==> config.mk <==
export PLATFORM = sky130hd
export DESIGN_NAME = keypad_scanner
export DESIGN_NICKNAME = d
export VERILOG_FILES = /design/src/rtl/keypad_scanner.sv
export SDC_FILE = /design/constraint.sdc
export NUM_CORES = 1
export LEC_CHECK = 0
export BUFFER_PORTS_ARGS = -buffer_cell sky130_fd_sc_hd__buf_4
export CORE_ASPECT_RATIO = 1.75
export CORE_MARGIN = 1.5
export CORE_UTILIZATION = 50
export CTS_CLUSTER_DIAMETER = 30
export DETAILED_ROUTE_END_ITERATION = 12
export HOLD_SLACK_MARGIN = 0.12
export PLACE_DENSITY = 0.75
export SLEW_MARGIN = 10
export SYNTH_ARGS = -nofsm -noshare
export SYNTH_HDL_FRONTEND = slang
export SYNTH_SLANG_ARGS = --single-unit
==> constraint.sdc <==
create_clock -name clk -period 3.55 [get_ports clk]
set_input_delay 1.065 -clock clk [delete_from_list [all_inputs] [get_ports clk]]
set_output_delay 1.065 -clock clk [all_outputs]
set_load 0.05 [all_outputs]
==> src/rtl/keypad_scanner.sv <==
// keypad_scanner: 4x4 matrix keypad scanner with per-frame debounce and a polled 32-bit read port
module keypad_scanner #(
  parameter int SCAN_TICKS     = 4999,
  parameter int DEBOUNCE_SCANS = 4
) (
  input  logic        clk,
  input  logic        rst_n,
  input  logic [3:0]  col_in,
  output logic [3:0]  row_out,
  input  logic        rd_en,
  output logic [31:0] rdata,
  output logic        key_pending
);
  localparam int TW = SCAN_TICKS > 0 ? $clog2(SCAN_TICKS + 1) : 1;
  localparam int CW = DEBOUNCE_SCANS > 1 ? $clog2(DEBOUNCE_SCANS + 1) : 1;
  localparam logic [CW-1:0] DEB = CW'(DEBOUNCE_SCANS);
  typedef enum logic [1:0] {IDLE, PRESS_DEB, HELD, RELEASE_DEB} state_t;
  state_t state, state_nx;
  logic [TW-1:0] tick;
  logic [1:0] row_idx, acc_n, fr_n, col_idx;
  logic [3:0] c1, c2, acc_key, fr_key, cand, cand_nx, key_code;
  logic [2:0] low_n, sum_n;
  logic [CW-1:0] cnt, cnt_nx, cnt_inc;
  logic tick_end, frame_end, is_none, is_key, accept, overrun, held;
  assign tick_end  = tick == TW'(SCAN_TICKS);
  assign frame_end = tick_end && row_idx == 2'd3;
  assign row_out   = ~(4'b0001 << row_idx);
  assign low_n     = 3'(!c2[0]) + 3'(!c2[1]) + 3'(!c2[2]) + 3'(!c2[3]);
  assign col_idx   = !c2[0] ? 2'd0 : !c2[1] ? 2'd1 : !c2[2] ? 2'd2 : 2'd3;
  assign sum_n     = {1'b0, acc_n} + low_n;
  assign fr_n      = sum_n >= 3'd2 ? 2'd2 : sum_n[1:0];
  assign fr_key    = acc_n == 2'd0 ? {row_idx, col_idx} : acc_key;
  assign is_none   = fr_n == 2'd0;
  assign is_key    = fr_n == 2'd1;
  assign cnt_inc   = cnt + 1'b1;
  assign held      = state == HELD || state == RELEASE_DEB;
  assign rdata     = {key_pending, overrun, 25'b0, held, key_code};
  // two-flop synchronizer for the asynchronous column inputs
  always_ff @(posedge clk or negedge rst_n)
    if (!rst_n) {c1, c2} <= 8'hFF;
    else {c1, c2} <= {col_in, c1};
  // row dwell counter, row rotation and per-frame accumulation of low columns (saturating at two)
  always_ff @(posedge clk or negedge rst_n)
    if (!rst_n) begin
      tick    <= '0;
      row_idx <= 2'd0;
      acc_n   <= 2'd0;
      acc_key <= 4'd0;
    end else begin
      tick <= tick_end ? '0 : tick + 1'b1;
      if (tick_end) begin
        row_idx <= row_idx + 1'b1;
        acc_n   <= frame_end ? 2'd0 : fr_n;
        acc_key <= frame_end ? 4'd0 : fr_key;
      end
    end
  // debounce state, candidate key and agreeing-frame count
  always_ff @(posedge clk or negedge rst_n)
    if (!rst_n) begin
      state <= IDLE;
      cand  <= 4'd0;
      cnt   <= '0;
    end else begin
      state <= state_nx;
      cand  <= cand_nx;
      cnt   <= cnt_nx;
    end
  // debounce transitions, evaluated only on the frame-closing edge
  always_comb begin
    state_nx = state;
    cand_nx  = cand;
    cnt_nx   = cnt;
    accept   = 1'b0;
    if (frame_end)
      case (state)
        IDLE:
          if (is_key) begin
            cand_nx  = fr_key;
            cnt_nx   = CW'(1);
            accept   = DEB == CW'(1);
            state_nx = accept ? HELD : PRESS_DEB;
          end
        PRESS_DEB:
          if (is_none) state_nx = IDLE;
          else if (is_key) begin
            if (fr_key != cand) begin
              cand_nx = fr_key;
              cnt_nx  = CW'(1);
            end else if (cnt_inc >= DEB) begin
              accept   = 1'b1;
              state_nx = HELD;
            end else cnt_nx = cnt_inc;
          end
        HELD:
          if (is_none) begin
            cnt_nx   = CW'(1);
            state_nx = DEB == CW'(1) ? IDLE : RELEASE_DEB;
          end
        RELEASE_DEB:
          if (!is_none) state_nx = HELD;
          else if (cnt_inc >= DEB) state_nx = IDLE;
          else cnt_nx = cnt_inc;
        default: state_nx = IDLE;
      endcase
  end
  // accepted key register; a read clears pending/overrun unless a new key lands on the same edge
  always_ff @(posedge clk or negedge rst_n)
    if (!rst_n) begin
      key_code    <= 4'd0;
      key_pending <= 1'b0;
      overrun     <= 1'b0;
    end else begin
      key_code    <= accept ? cand_nx : key_code;
      key_pending <= accept | (key_pending & ~rd_en);
      overrun     <= accept ? key_pending & ~rd_en : overrun & ~rd_en;
    end
endmodule

==> results of run 1 <==
## final cells by class
| class | count | area share [%] |
|---|---|---|
| Timing Repair Buffer | 21 | 6.19 |
| Clock buffer | 8 | 3.54 |
| Inverter | 17 | 2.50 |
| Multi-Input combinational cell | 151 | 41.6 |
| Sequential cell | 44 | 43.6 |
| Tap cell | 52 | 2.55 |
## layer usage
metal	share of wire, %	track usage, %	vias to the layer above	wire length [um]
met5	0	0	-	0
met2	57	31.8	31	2340
met1	38	23.1	784	1560
met4	2.6	8.94	0	108
met3	2.6	2.87	9	105
li1	-	-	742	-
## flip-flops by register name (all words and copies together) (netlist names), named ones only
name / cells
key_code: 4
c2: 4
state: 1
cand: 4
acc_n: 2
c1: 4
acc_key: 4
tick: 13
row_idx: 2
cnt: 3
key_pending: 1
overrun: 1
## metrics by stage
step                worst slack (ps)  cells
finish                           203    293
floorplan                        255    244
CTS                              183    293
global route                    2.37    293
global placement                 302    285
detailed placement               176    285
## layout by cell type, fill, tap and decap left out, types with 2 or more instances in the layout
| cell type | synthesis | final |
|---|---|---|
| dfrtp_1 | 36 | 36 |
| conb_1 | 1 | 25 |
| buf_4 | 28 | 21 |
| inv_1 | 17 | 17 |
| nor2_1 | 12 | 12 |
| xnor2_1 | 11 | 11 |
| nand2_1 | 10 | 10 |
| nand3_1 | 10 | 10 |
| o21ai_0 | 8 | 8 |
| dfstp_2 | 8 | 8 |
| and3_1 | 6 | 6 |
| xor2_1 | 6 | 6 |
| a21oi_1 | 6 | 6 |
| ha_1 | 6 | 6 |
| clkbuf_8 | 0 | 6 |
| o21a_1 | 5 | 5 |
| o2bb2ai_1 | 4 | 4 |
| mux2_2 | 4 | 4 |
| a31oi_1 | 3 | 3 |
| fa_1 | 3 | 3 |
| nor2b_1 | 2 | 2 |
| mux2i_1 | 2 | 2 |
| a21o_1 | 2 | 2 |
| nor4bb_1 | 2 | 2 |
| a41oi_1 | 2 | 2 |
| nor3_1 | 2 | 2 |
| and4_1 | 2 | 2 |
| clkbuf_1 | 4 | 2 |
## cells by family after synthesis
logic type               Yosys count  synth area share (%)
AO/OA/AOI/OAI                     35                  10.1
XOR/XNOR                          17                  6.28
adder cells (fa/ha/maj)            9                  5.70
buffers and inverters             49                  12.2
flip-flops                        44                  46.9
multiplexers                       6                  2.75
other                              1                 0.158
AND/OR/NAND/NOR                   59                  15.9
## critical path: cells and delay by family (launching register included)
kind | cells | cell delay [ps]
mux | 1 | 390
buf+inv | 2 | 160
simple gates | 3 | 870
flops | 1 | 450
fa+ha+maj | 3 | 1370
## where the power goes
| group | internal, W | total [W] | switching, W |
|---|---|---|---|
| combinational | 0.0000180 | 0.000106 | 0.0000880 |
| sequential | 0.000509 | 0.000512 | 0.00000276 |
| clock | 0.000159 | 0.000320 | 0.000161 |
| total | 0.000686 | 0.000938 | 0.000252 |
## worst paths after layout
path	cells past startpoint	from	endpoint
max	9	acc_n[0]	key_code[3]
min	0	c1[1]	c2[1]
max reg2reg	9	acc_n[0]	key_code[3]
min reg2reg	0	c1[1]	c2[1]
max in group asynchronous	1	rst_n	c2[0]
min in group asynchronous	1	rst_n	key_code[1]
==> results.json, run 1 <==
{
  "status": "finished, final reports clean",
  "synth_flop_cell": "dfrtp_1",
  "initial_core_util_pct": 51.2,
  "fill_cells": 444,
  "pwr_density_cell_nw_per_um2": 368,
  "period_share_pct": 94.3,
  "fin_hold_ws_ps": 357,
  "ant_nets": 0,
  "path_max_fanout": 8,
  "post_drt_wl_per_cell_um": 14.1,
  "utilization_pct": 55.1,
  "synth-seq-cells": 44,
  "seqCellArea_um2": 1110,
  "grt_pass1_vias": 1563,
  "insertion_delay_ps": 300,
  "cts_root_buf": "clkbuf_8",
  "syn_inst": 220,
  "cts_sinks": 44,
  "multi_input_area_um2": 1060,
  "cpPeakStageDelay_ps": 540,
  "cts_tree": "built",
  "drc": 0,
  "track_usage_pct": 19.1,
  "worst_pin_slew_ps": 539,
  "async_flop_share_pct": 100,
  "synth_area_um2": 2370,
  "drtIter0Drc": 22,
  "fp.dieH_um": 94.1,
  "grt_overflow": 0,
  "hp-class": "flip-flop to flip-flop",
  "cp_common_cell": "fa_1",
  "clockBufferDepth": 2,
  "fin_nets": 256,
  "hold_buffers": 0,
  "yosys_warnings": 0,
  "numPortBuffers": 18,
  "peakVddDrop_mv": 0.421,
  "antenna_found_initial": 0,
  "synth_top_area_share_pct": 38.0,
  "stdcell_area_um2": 2550,
  "die_w_um": 55.0,
  "h-tree-depth": 2,
  "synth_edf_count": 0,
  "cp_cell_sequence": "inv_1 > fa_1 > inv_1 > fa_1 > fa_1 > nor2_1 > nand4_4 > nor4b_4 > mux2_2",
  "worstPathArrival_ps": 3530,
  "slew_headroom_pct": 64.1,
  "dp_hpwl_mm": 3.08,
  "leakage_nw": 1.24,
  "cp.required_ps": 3740,
  "setup_viol": 0,
  "grt_pass1_wl_mm": 7.13,
  "synth.most_common_cell": "dfrtp_1",
  "syn-mean-instance-area_um2": 10.8,
  "globalplace.congestion": 0.785,
  "routed_wirelength_mm": 4.12,
  "cpMaxStageDelayCell": "fa_1",
  "path_clk_slew_ps": 80,
  "setup_tns_ps": 0,
  "cp-start-kind": "flip-flop",
  "cts_made_buffers": 5,
  "vias": 1566,
  "fmax_mhz": 299,
  "ys_types": 45,
  "firstDrtPassIters": 4,
  "path_class": "flip-flop to flip-flop",
  "finalHoldViolCount": 0,
  "endpoint_kind": "flip-flop",
  "grt_max_degree": 45,
  "cts_resized": 0,
  "r2r_slack_ps": 200,
  "viasPerCell": 5.34,
  "power_w": 0.000938,
  "yosys.area.top_type": "dfrtp_1",
  "rsz0062_at_grt": "false",
  "coreArea_um2": 4620,
  "yosys-top-cells-count": "dfrtp_1, buf_4, inv_1",
  "drive_above_1_share_pct": 19.1,
  "core.rowCount": 33,
  "ys_seq_area_share_pct": 46.9,
  "top_level_ports": 44,
  "cts_setup_buffers": 0,
  "cap_violations": 0,
  "area_growth_syn_to_layout_pct": 7.50,
  "fin_skew_ps": 12.9,
  "dpl_cell_area_um2": 2460,
  "diodes": 0,
  "min_period_ps": 3350,
  "slew_viol_final": 0,
  "dieArea_um2": 5180,
  "yosys-top-cells-area": "dfrtp_1, buf_4, dfstp_2"
}
(Power assumes the default switching activity.)
==> run 2: changes to the inputs <==
ABC_AREA = 1   (was not set)
CORE_UTILIZATION = 51   (was 50)
CTS_CLUSTER_DIAMETER = 50   (was 30)
==> results.json, run 2 <==
{
  "finalHoldViolCount": 0,
  "track_usage_pct": 18.0,
  "drc": 0,
  "post_drt_wl_per_cell_um": 11.5,
  "hold_buffers": 0,
  "path_max_fanout": 9,
  "fmax_mhz": 319,
  "worstPathArrival_ps": 3340,
  "grt_pass1_vias": 1940,
  "pwr_density_cell_nw_per_um2": 356,
  "synth_edf_count": 0,
  "top_level_ports": 44,
  "cp-start-kind": "flip-flop",
  "dp_hpwl_mm": 3.55,
  "synth_area_um2": 2640,
  "fp.dieH_um": 98.1,
  "setup_tns_ps": 0,
  "ys_seq_area_share_pct": 42.1,
  "viasPerCell": 4.88,
  "yosys-top-cells-count": "nand2_1, inv_1, dfrtp_1",
  "diodes": 0,
  "peakVddDrop_mv": 0.263,
  "coreArea_um2": 4980,
  "area_growth_syn_to_layout_pct": 6.88,
  "synth.most_common_cell": "nand2_1",
  "syn_inst": 325,
  "synth_top_area_share_pct": 34.2,
  "numPortBuffers": 18,
  "ys_types": 34,
  "routed_wirelength_mm": 4.58,
  "syn-mean-instance-area_um2": 8.12,
  "worst_pin_slew_ps": 534,
  "die_w_um": 57.4,
  "cts_resized": 0,
  "cts_setup_buffers": 0,
  "cp.required_ps": 3750,
  "core.rowCount": 34,
  "slew_viol_final": 0,
  "cts_made_buffers": 5,
  "endpoint_kind": "flip-flop",
  "synth-seq-cells": 44,
  "dpl_cell_area_um2": 2710,
  "regMostFlops": "tick",
  "drive_above_1_share_pct": 17.4,
  "fin_nets": 359,
  "rsz0062_at_grt": "false",
  "yosys.area.top_type": "dfrtp_1",
  "status": "finished, final reports clean",
  "firstDrtPassIters": 4,
  "slew_headroom_pct": 64.4,
  "grt_overflow": 0,
  "grt_max_degree": 45,
  "grt_pass1_wl_mm": 8.07,
  "setup_viol": 0,
  "layout_commonest_cell": "nand2_1",
  "antenna_found_initial": 0,
  "fin_hold_ws_ps": 357,
  "h-tree-depth": 2,
  "clockBufferDepth": 2,
  "min_period_ps": 3140,
  "hp-class": "flip-flop to flip-flop",
  "path_clk_slew_ps": 80,
  "largest_register_ffs": 13,
  "async_flop_share_pct": 100,
  "drtIter0Drc": 66,
  "power_w": 0.00100,
  "mostFrequentLayoutCells": "nand2_1, inv_1, dfrtp_1",
  "cap_violations": 0,
  "yosys_warnings": 0,
  "stdcell_area_um2": 2820,
  "cts_sinks": 44,
  "leakage_nw": 1.53,
  "initial_core_util_pct": 53.0,
  "synth_flop_cell": "dfrtp_1",
  "path_class": "flip-flop to flip-flop",
  "cts_root_buf": "clkbuf_8",
  "insertion_delay_ps": 300,
  "ant_nets": 0,
  "period_share_pct": 88.4,
  "yosys-top-cells-area": "dfrtp_1, nand2_1, buf_4",
  "fin_skew_ps": 5.23,
  "globalplace.congestion": 0.857,
  "dieArea_um2": 5630,
  "vias": 1944,
  "cts_tree": "built"
}
run 2: cell count changes in the layout (fill, tap and decap cells not counted), sizes merged, moves of 7 or more:
cell,before,now
inv,17,57
nand2,10,84
nand3,10,24
nand4,2,9
nor2,13,20
xnor2,11,0
run 2: cells by family after synthesis:
family / Yosys count / share of synthesized area [%]
simple gates: 145 / 27.8
xor+xnor: 3 / 0.996
compound gates: 33 / 6.88
fa+ha+maj: 9 / 5.12
flops: 44 / 42.1
other cells: 1 / 0.142
buf+inv: 90 / 16.9
run 2: metal layers:
metal | share of wire, % | vias to the layer above | wire length (um) | track usage, %
li1 | - | 1001 | - | -
met1 | 41 | 876 | 1900 | 20.4
met2 | 51 | 49 | 2350 | 30.5
met3 | 3.6 | 18 | 163 | 3.58
met4 | 3.8 | 0 | 172 | 10.4
met5 | 0 | - | 0 | 0
run 2: through the flow:
step | instances | setup WS [ps] | util, %
2_1_floorplan | 349 | 672 | -
3_3_place_gp | 390 | 522 | 54.4
3_5_place_dp | 390 | 413 | 54.4
4_1_cts | 398 | 396 | 56.6
5_1_grt | 398 | 135 | 56.6
6_report | 398 | 413 | 56.6
run 2: power by group:
group / total [W] / internal, W / switching (W)
Combinational: 0.000111 / 0.0000155 / 0.0000950
Clock: 0.000381 / 0.000208 / 0.000173
Sequential: 0.000511 / 0.000509 / 0.00000244
Total: 0.00100 / 0.000733 / 0.000271
run 2: path summary, 6_finish.rpt:
path / end / slack [ps] / startpoint / cells past startpoint
worst max-delay path: flip-flop / 410 / acc_n[0] / 13
worst min-delay path: c2[2] / 360 / c1[2] / 0
worst max register to register: flip-flop / 410 / acc_n[0] / 13
worst min register to register: c2[2] / 360 / c1[2] / 0
max in group asynchronous: c2[1] / 2430 / rst_n / 1
min in group asynchronous: tick[3] / 730 / rst_n / 1
run 2: cell type report:
class | count | area (um2)
clock buffers | 5 | 68.8
clock inverters | 3 | 42.5
fillers | 461 | 2160
inverters | 59 | 224
multi-input cells | 215 | 1170
flip-flops and latches | 44 | 1110
well taps | 54 | 67.6
repair buffers | 18 | 135
run 2: worst max-delay path, stage by stage (launching register included):
cell and delay [ps]:
dfrtp_1 400, inv_2 80, fa_1 530, inv_1 50
fa_1 370, fa_1 460, nor2_2 190, nand2_1 210
nand2_1 150, a21oi_1 60, nor3_2 300, nand3_1 110
nand2_1 80, nand2_1 50
